==> config.mk <==
export PLATFORM = sky130hd
export DESIGN_NAME = violation_reset_sequencer_flat
export DESIGN_NICKNAME = d
export VERILOG_FILES = /design/src/rtl/violation_reset_sequencer_if.sv /design/src/rtl/violation_reset_sequencer.sv /design/src/flat_wrapper.sv
export SDC_FILE = /design/constraint.sdc
export NUM_CORES = 1
export LEC_CHECK = 0
export CORE_MARGIN = 10
export CORE_UTILIZATION = 47
export CTS_CLUSTER_DIAMETER = 80
export DETAILED_ROUTE_END_ITERATION = 16
export GPL_TIMING_DRIVEN = 0
export PLACE_DENSITY_LB_ADDON = 0.08
export SETUP_SLACK_MARGIN = 0.15
export SYNTH_ARGS = -nofsm -noshare
export SYNTH_HDL_FRONTEND = slang
export SYNTH_SLANG_ARGS = --single-unit
==> constraint.sdc <==
create_clock -name clk -period 1.8 [get_ports clk]
set_input_delay 0.18 -clock clk [delete_from_list [all_inputs] [get_ports clk]]
set_output_delay 0.18 -clock clk [all_outputs]
set_load 0.01 [all_outputs]
==> src/rtl/violation_reset_sequencer_if.sv <==
// Monitor-to-core reset-request bundle: level requests, pc and cause clear in; pulse, status out.
interface violation_reset_sequencer_if #(
  parameter int N_REQ = 3,
  parameter int CNT_W = 8
);
  logic [N_REQ-1:0] viol_req;
  logic [15:0]      pc;
  logic             cause_clr;
  logic             sys_rst;
  logic             busy;
  logic [N_REQ-1:0] cause;
  logic [CNT_W-1:0] viol_count;

  modport master (
    output viol_req, pc, cause_clr,
    input  sys_rst, busy, cause, viol_count
  );

  modport slave (
    input  viol_req, pc, cause_clr,
    output sys_rst, busy, cause, viol_count
  );
endinterface

==> src/rtl/violation_reset_sequencer.sv <==
// Turns any monitor reset request into a fixed-length registered core reset pulse,
// records the cause, and re-arms only once the core fetches from the reset handler.
module violation_reset_sequencer #(
  parameter int          N_REQ         = 3,
  parameter int          RST_CYCLES    = 16,
  parameter int          CNT_W         = 8,
  parameter logic [15:0] RESET_HANDLER = 16'h0000,
  parameter logic [15:0] SMEM_BASE     = 16'hE000,
  parameter logic [15:0] SMEM_SIZE     = 16'h1000
) (
  input  logic                         clk,
  input  logic                         rst,
  violation_reset_sequencer_if.slave   bus
);

  typedef enum logic [1:0] {ARMED, ASSERT, WAIT_HANDLER} state_t;

  localparam logic [CNT_W-1:0] RELOAD  = CNT_W'(RST_CYCLES - 1);
  localparam logic [16:0]      SROM_LO = {1'b0, SMEM_BASE};
  localparam logic [16:0]      SROM_HI = {1'b0, SMEM_BASE} + {1'b0, SMEM_SIZE} - 17'd2;

  state_t           state, state_nxt;
  logic [CNT_W-1:0] cnt, cnt_nxt;
  logic             req_any, pc_in_srom, clr_ok, bump;
  logic             sys_rst_q, busy_q;
  logic [N_REQ-1:0] cause_q;
  logic [CNT_W-1:0] viol_count_q;

  assign req_any    = |bus.viol_req;
  assign pc_in_srom = ({1'b0, bus.pc} >= SROM_LO) && ({1'b0, bus.pc} <= SROM_HI);

  always_comb begin
    state_nxt = state;
    cnt_nxt   = cnt;
    bump      = 1'b0;
    clr_ok    = 1'b0;
    case (state)
      ARMED: begin
        if (req_any) begin
          state_nxt = ASSERT;
          cnt_nxt   = RELOAD;
          bump      = 1'b1;
        end else if (bus.cause_clr && pc_in_srom) begin
          clr_ok = 1'b1;
        end
      end
      ASSERT: begin
        // A request while asserting stretches the pulse but is the same reset event
        if (req_any)           cnt_nxt   = RELOAD;
        else if (cnt == '0)    state_nxt = WAIT_HANDLER;
        else                   cnt_nxt   = cnt - CNT_W'(1);
      end
      WAIT_HANDLER: begin
        if (req_any) begin
          state_nxt = ASSERT;
          cnt_nxt   = RELOAD;
          bump      = 1'b1;
        end else if (bus.pc == RESET_HANDLER) begin
          state_nxt = ARMED;
        end
      end
      default: state_nxt = ARMED;
    endcase
  end

  always_ff @(posedge clk or posedge rst) begin
    if (rst) begin
      state        <= ARMED;
      cnt          <= '0;
      sys_rst_q    <= 1'b0;
      busy_q       <= 1'b0;
      cause_q      <= '0;
      viol_count_q <= '0;
    end else begin
      state     <= state_nxt;
      cnt       <= cnt_nxt;
      sys_rst_q <= (state_nxt == ASSERT);
      busy_q    <= (state_nxt != ARMED);
      cause_q   <= clr_ok ? '0 : (cause_q | bus.viol_req);
      if (clr_ok)
        viol_count_q <= '0;
      else if (bump && (viol_count_q != '1))
        viol_count_q <= viol_count_q + CNT_W'(1);
    end
  end

  assign bus.sys_rst    = sys_rst_q;
  assign bus.busy       = busy_q;
  assign bus.cause      = cause_q;
  assign bus.viol_count = viol_count_q;

endmodule
==> src/flat_wrapper.sv <==
// flat-port wrapper written by rule: the top's interface ports become plain ports
module violation_reset_sequencer_flat 
#(
  parameter int          N_REQ         = 3,
  parameter int          RST_CYCLES    = 16,
  parameter int          CNT_W         = 8,
  parameter logic [15:0] RESET_HANDLER = 16'h0000,
  parameter logic [15:0] SMEM_BASE     = 16'hE000,
  parameter logic [15:0] SMEM_SIZE     = 16'h1000
)
  (clk, rst, bus_viol_req, bus_pc, bus_cause_clr, bus_sys_rst, bus_busy, bus_cause, bus_viol_count);
  violation_reset_sequencer_if #(.N_REQ(N_REQ), .CNT_W(CNT_W)) bus_i ();
  input  logic clk;
  input  logic rst;
  input wire logic [$bits(bus_i.viol_req)-1:0] bus_viol_req;
  input wire logic [$bits(bus_i.pc)-1:0] bus_pc;
  input wire logic [$bits(bus_i.cause_clr)-1:0] bus_cause_clr;
  output wire logic [$bits(bus_i.sys_rst)-1:0] bus_sys_rst;
  output wire logic [$bits(bus_i.busy)-1:0] bus_busy;
  output wire logic [$bits(bus_i.cause)-1:0] bus_cause;
  output wire logic [$bits(bus_i.viol_count)-1:0] bus_viol_count;
  assign bus_i.viol_req = bus_viol_req;
  assign bus_i.pc = bus_pc;
  assign bus_i.cause_clr = bus_cause_clr;
  assign bus_sys_rst = bus_i.sys_rst;
  assign bus_busy = bus_i.busy;
  assign bus_cause = bus_i.cause;
  assign bus_viol_count = bus_i.viol_count;
  violation_reset_sequencer #(.N_REQ(N_REQ), .RST_CYCLES(RST_CYCLES), .CNT_W(CNT_W), .RESET_HANDLER(RESET_HANDLER), .SMEM_BASE(SMEM_BASE), .SMEM_SIZE(SMEM_SIZE)) u_core (.clk(clk), .rst(rst), .bus(bus_i));
endmodule
======== Yosys cells after proc, flatten, opt, wreduce, memory -nomap -nowiden ========
Index checks and enable logic that the tools add are counted.
word-level totals
  flip-flop bits (word level) ............. 23
  bits of input ports ..................... 22
cells by class
  mux-type cells .......................... 18
  eq/ne operators ......................... 6
  bitwise operators ....................... 1
  magnitude comparators ................... 2
  $add $sub $neg .......................... 2
  reductions and logical operators ........ 12
operator list
  kind                    count
  $mux W8                 5
  $ge A16 B16 Y1 const B  1
  $le A16 B16 Y1 const B  1
  $logic_not A16 Y1       1
  $pmux W8 S2             1
  $mux W2                 5
  $add A8 B1 Y8 const B   1
  $logic_not A8 Y1        1
  $ne A8 B8 Y1 const B    1
  $sub A8 B1 Y8 const B   1
  $pmux W2 S3             1
  $reduce_bool A2 Y1      3
  $mux W1                 5
  $eq A2 B1 Y1 const B    2
  $logic_and A1 B1 Y1     3
  $mux W3                 1
  $ne A3 B2 Y1 const B    1
  $or A3 B3 Y3            1
  $reduce_and A3 Y1       1
  $reduce_or A3 Y1        1
  $eq A2 B2 Y1 const B    1
  $logic_not A2 Y1        1
  $ne A2 B1 Y1 const B    1
  $reduce_or A2 Y1        1

======== Longest topological paths before layout ========
  depth in word-level cells ............... 7
  gate-level depth with buffers ........... 6

======== Least setup slack after synthesis ========
Ideal clock, no wire load.
  kind .................................... register -> register
  start ................................... register u_core.viol_count_q[0], in the netlist u_core.bus.viol_count[0]
  end ..................................... register u_core.viol_count_q[5], in the netlist u_core.bus.viol_count[5]
  arrival ................................. 1.585 ns
  cell stages (with the launch flop) ...... 6
  setup time .............................. 0.129 ns
  clock period less this slack ............ 1.714 ns
  slack ................................... 0.086 ns
  cells stage by stage .................... dfrtp_1 -> ha_1 -> and3_1 -> a211oi_1 -> nand4_1 -> mux2i_1
on the way
  longest elaborated chain between the ends .. 3
  elaborated cells on any way between the ends .. 6
  those cells by class .................... add/sub (1); eq/ne (1); mux (2); reduce/logical (2)
RTL lines
  what                                            RTL line                                                          text
  start, declared                                 violation_reset_sequencer.sv:27                                   logic [CNT_W-1:0] viol_count_q;
  start signal, assigned                          violation_reset_sequencer.sv:83                                   viol_count_q <= viol_count_q + CNT_W'(1);
  $add A8 B1 Y8 or $ne A8 B8 Y1 (tied branches)   violation_reset_sequencer.sv:83, violation_reset_sequencer.sv:82
  $mux W8 or $logic_and A1 B1 Y1 (tied branches)  violation_reset_sequencer.sv:82                                   else if (bump && (viol_count_q != '1))
  $mux W8 or $reduce_bool A2 Y1 (tied branches)   -
Parallel ways exist; a longest one is shown, timed or not. The select of a mux whose other input is x is not followed.
A chain may end at the register's enable or synchronous reset.

======== Worst setup path in the final report ========
  start ................................... register u_core.viol_count_q[0], in the netlist u_core.bus.viol_count[0]
  end ..................................... register u_core.viol_count_q[3], in the netlist u_core.bus.viol_count[3]
Same word-level chain as after synthesis.

==> flow_metrics.py <==
metrics = {
    "status": {
        "outcome": "complete, no violations",
    },
    "critical_path": {
        "regToRegSetupSlack_ns": 0.08,
        "cpPeakStageDelay_ns": 0.44,
        "crit_fanout": 4,
        "cp_data_required_time_ns": 2.05,
        "end_kind": "register",
        "start_kind": "register",
        "worstSetupPathType": "register to register",
        "arrival_ns": 1.97,
        "cpMaxStageDelayCell": "dfrtp_2",
        "crit_path_cell_trace": "ha_2 -> and3_1 -> a211o_1 -> or3_1 -> a21oi_2",
    },
    "grt": {
        "grt_max_degree": 24,
        "grt-ovfl-total": 0,
        "track_usage_pct": 13.8,
        "first_global_vias": 1255,
        "antenna_found_initial": 0,
        "grt_pass1_wl_um": 5800,
    },
    "power_and_ir_drop": {
        "pwr_density_cell_mw_per_mm2": 464,
        "p_leak_nw": 0.770,
        "peakVddDrop_mv": 0.459,
        "power.total_mw": 0.882,
    },
    "synthesis": {
        "synth.ff_latch_count": 23,
        "ys.warnings.count": 0,
        "synth_nets": 151,
        "yosysUniqueCellTypes": 38,
        "syn_area_mm2": 0.00123,
        "synthCells": 127,
        "syn-mean-instance-area_um2": 9.67,
        "yosysSeqAreaShare_pct": 46.8,
    },
    "route": {
        "num_vias": 1278,
        "drc": 0,
        "dr.pass1.iters": 5,
        "drt_iter0_drc": 142,
        "ant_nets": 0,
        "routed_via_density": 5.97,
        "drt-total-wl_um": 3800,
        "wire_per_inst_um": 17.8,
    },
    "timing": {
        "max_freq_ghz": 0.580,
        "rsz0062_at_grt": "true",
        "skew_ns": 0.00943,
        "slew_violations": 0,
        "hold_viol": 0,
        "fin_setup_tns_ns": 0,
        "post-route-period-util_pct": 95.8,
        "period_minus_slack_ns": 1.72,
        "slew-limit-headroom_pct": 41.4,
        "tightest_slew_ns": 0.878,
        "setup_viol": 0,
    },
    "placed_design": {
        "dpl_cell_area_mm2": 0.00162,
        "gp_congestion": 0.856,
        "dp_hpwl_um": 2570,
        "portBuffers": 34,
        "dp.cells": 191,
    },
    "floorplan": {
        "die-width_um": 71.1,
        "rows": 18,
        "start_util_pct": 49.6,
        "die_h_um": 71.1,
        "core_area_mm2": 0.00248,
        "ios": 35,
        "dieArea_mm2": 0.00506,
    },
    "layout": {
        "fillers": 180,
        "final_cell_mix": "31 x clkdlybuf4s50_1, 22 x dfrtp_1, 19 x buf_4, 11 x nand2_1, 10 x nor2_1",
        "syn_to_final_growth_pct": 54.9,
        "design_area_mm2": 0.00190,
        "final_cells": 214,
        "nets": 209,
        "final_layout_size_suffix_gt1_share_pct": 25.5,
        "antenna_cells": 0,
        "final_common_cell": "clkdlybuf4s50_1",
    },
    "flow_run": {
        "cap_violations": 0,
    },
    "cts": {
        "clk_pin_slew_ns": 0.14,
        "htreeDepth": 1,
        "ctsLongestPathBuffers": 2,
        "cts_tree": "yes",
        "root_buffer": "clkbuf_4",
        "clock-sinks": 23,
        "cts-hold-fix-buffers": 0,
        "numCtsBuffers": 3,
        "clk_latency_ns": 0.31,
    },
    "worst_hold_path": {
        "hold_class": "primary input to register",
    },
}
## per-layer routing
layer  vias to the layer above  global-route usage (%)  wire [um]
li1                        602                       -          -
met1                       625                    14.1       1370
met2                        49                    26.1       2210
met3                         2                    3.49        211
met4                         0                    4.73         13
met5                         -                       0          0
## per-stage QoR
stage | worst slack [ns] | utilization [%] | hold WS, ns
4_1_cts | 0.0586 | 70.6 | 0.367
3_5_place_dp | -0.381 | 65.2 | 0.486
6_report | 0.0759 | 76.8 | 0.250
3_3_place_gp | -0.325 | 65.2 | 0.478
2_1_floorplan | 0.185 | - | 0.182
5_1_grt | 0.00708 | 76.8 | 0.251
## repair_timing
action,4_1_cts,5_1_grt
gates cloned,0,0
resized for setup,11,22
pin swaps,2,8
setup buffers,8,11
endpoints found under the setup margin,17,19
## cells by family after synthesis
| kind of cell | count (synthesis) | share of synthesized area [%] |
|---|---|---|
| mux | 4 | 3.26 |
| flops | 23 | 46.8 |
| simple gates | 66 | 30.7 |
| compound gates | 24 | 13.5 |
| fa+ha+maj | 2 | 2.04 |
| buf+inv | 5 | 1.53 |
| xor+xnor | 3 | 2.14 |
## report_power, final
group	switching [mW]	internal [mW]
combinational	0.0471	0.0643
sequential	0.00663	0.523
clock	0.159	0.0829
total	0.213	0.670
## synthesized netlist by cell type
library cell  instances  area (um2)
nand3_1               5        25.0
or3_4                 1        11.3
o31ai_1               1        7.51
a2111oi_0             1        8.76
dfrtp_1              23         576
nor3b_1               1        7.51
nor4_1                6        37.5
nor2b_1               1        6.26
nor2_1               13        48.8
or2_2                 1        6.26
o21ai_0               4        20.0
nand2b_1              3        18.8
nand4_1               5        31.3
and4b_1               1        10.0
ha_1                  2        25.0
or4_1                 4        30.0
a21o_1                1        7.51
and4_1                2        17.5
nor3_2                1        10.0
o41ai_1               1        8.76
nor3_1                2        10.0
a21boi_0              2        15.0
a211oi_1              3        22.5
and3_1                2        12.5
nand2_1              11        41.3
a211o_1               1        8.76
mux2i_1               4        40.0
o311ai_0              2        17.5
a21oi_1               5        25.0
inv_1                 3        11.3
clkbuf_1              2        7.51
or3_1                 3        18.8
nand4b_1              3        26.3
a22o_1                1        8.76
nand3b_1              1        7.51
a41oi_1               1        8.76
o211ai_1              1        7.51
xnor2_1               3        26.3
## layout make-up
class                           instances  area [um2]  area share, %
Tap cell                               30        37.5           1.97
Clock inverter                          1        5.00          0.263
Timing Repair Buffer                   53         490           25.8
Inverter                                3        11.3          0.592
Multi-Input combinational cell         99         743           39.1
Clock buffer                            3        22.5           1.18
Buffer                                  2        16.3          0.855
Sequential cell                        23         577           30.3
## worst max-delay path, delay by kind of cell, from the launching register on
kind | cells | cell delay [ns]
DFF | 1 | 0.44
AOI/OAI and AO/OA | 2 | 0.46
and+or+nand+nor | 2 | 0.55
adders and majority gates | 1 | 0.21
## registers in the layout, summed over array words and instances (netlist names)
| register | cells |
|---|---|
| u_core.bus.sys_rst | 1 |
| u_core.bus.viol_count | 8 |
| u_core.bus.busy | 1 |
| u_core.state | 2 |
| u_core.cnt | 8 |
| u_core.bus.cause | 3 |
## path summary, 6_finish.rpt
check / startpoint / end / cells after the start
min reg2reg: u_core.bus.cause[1] / u_core.bus.cause[1] / 2
max reg2reg: u_core.bus.viol_count[0] / u_core.bus.viol_count[3] / 5
max in group asynchronous: rst / u_core.bus.viol_count[0] / 2
max: u_core.bus.viol_count[0] / u_core.bus.viol_count[3] / 5
min in group asynchronous: rst / u_core.bus.viol_count[4] / 2
min: bus_viol_req[1] / u_core.bus.cause[1] / 3
(Power assumes the default switching activity.)
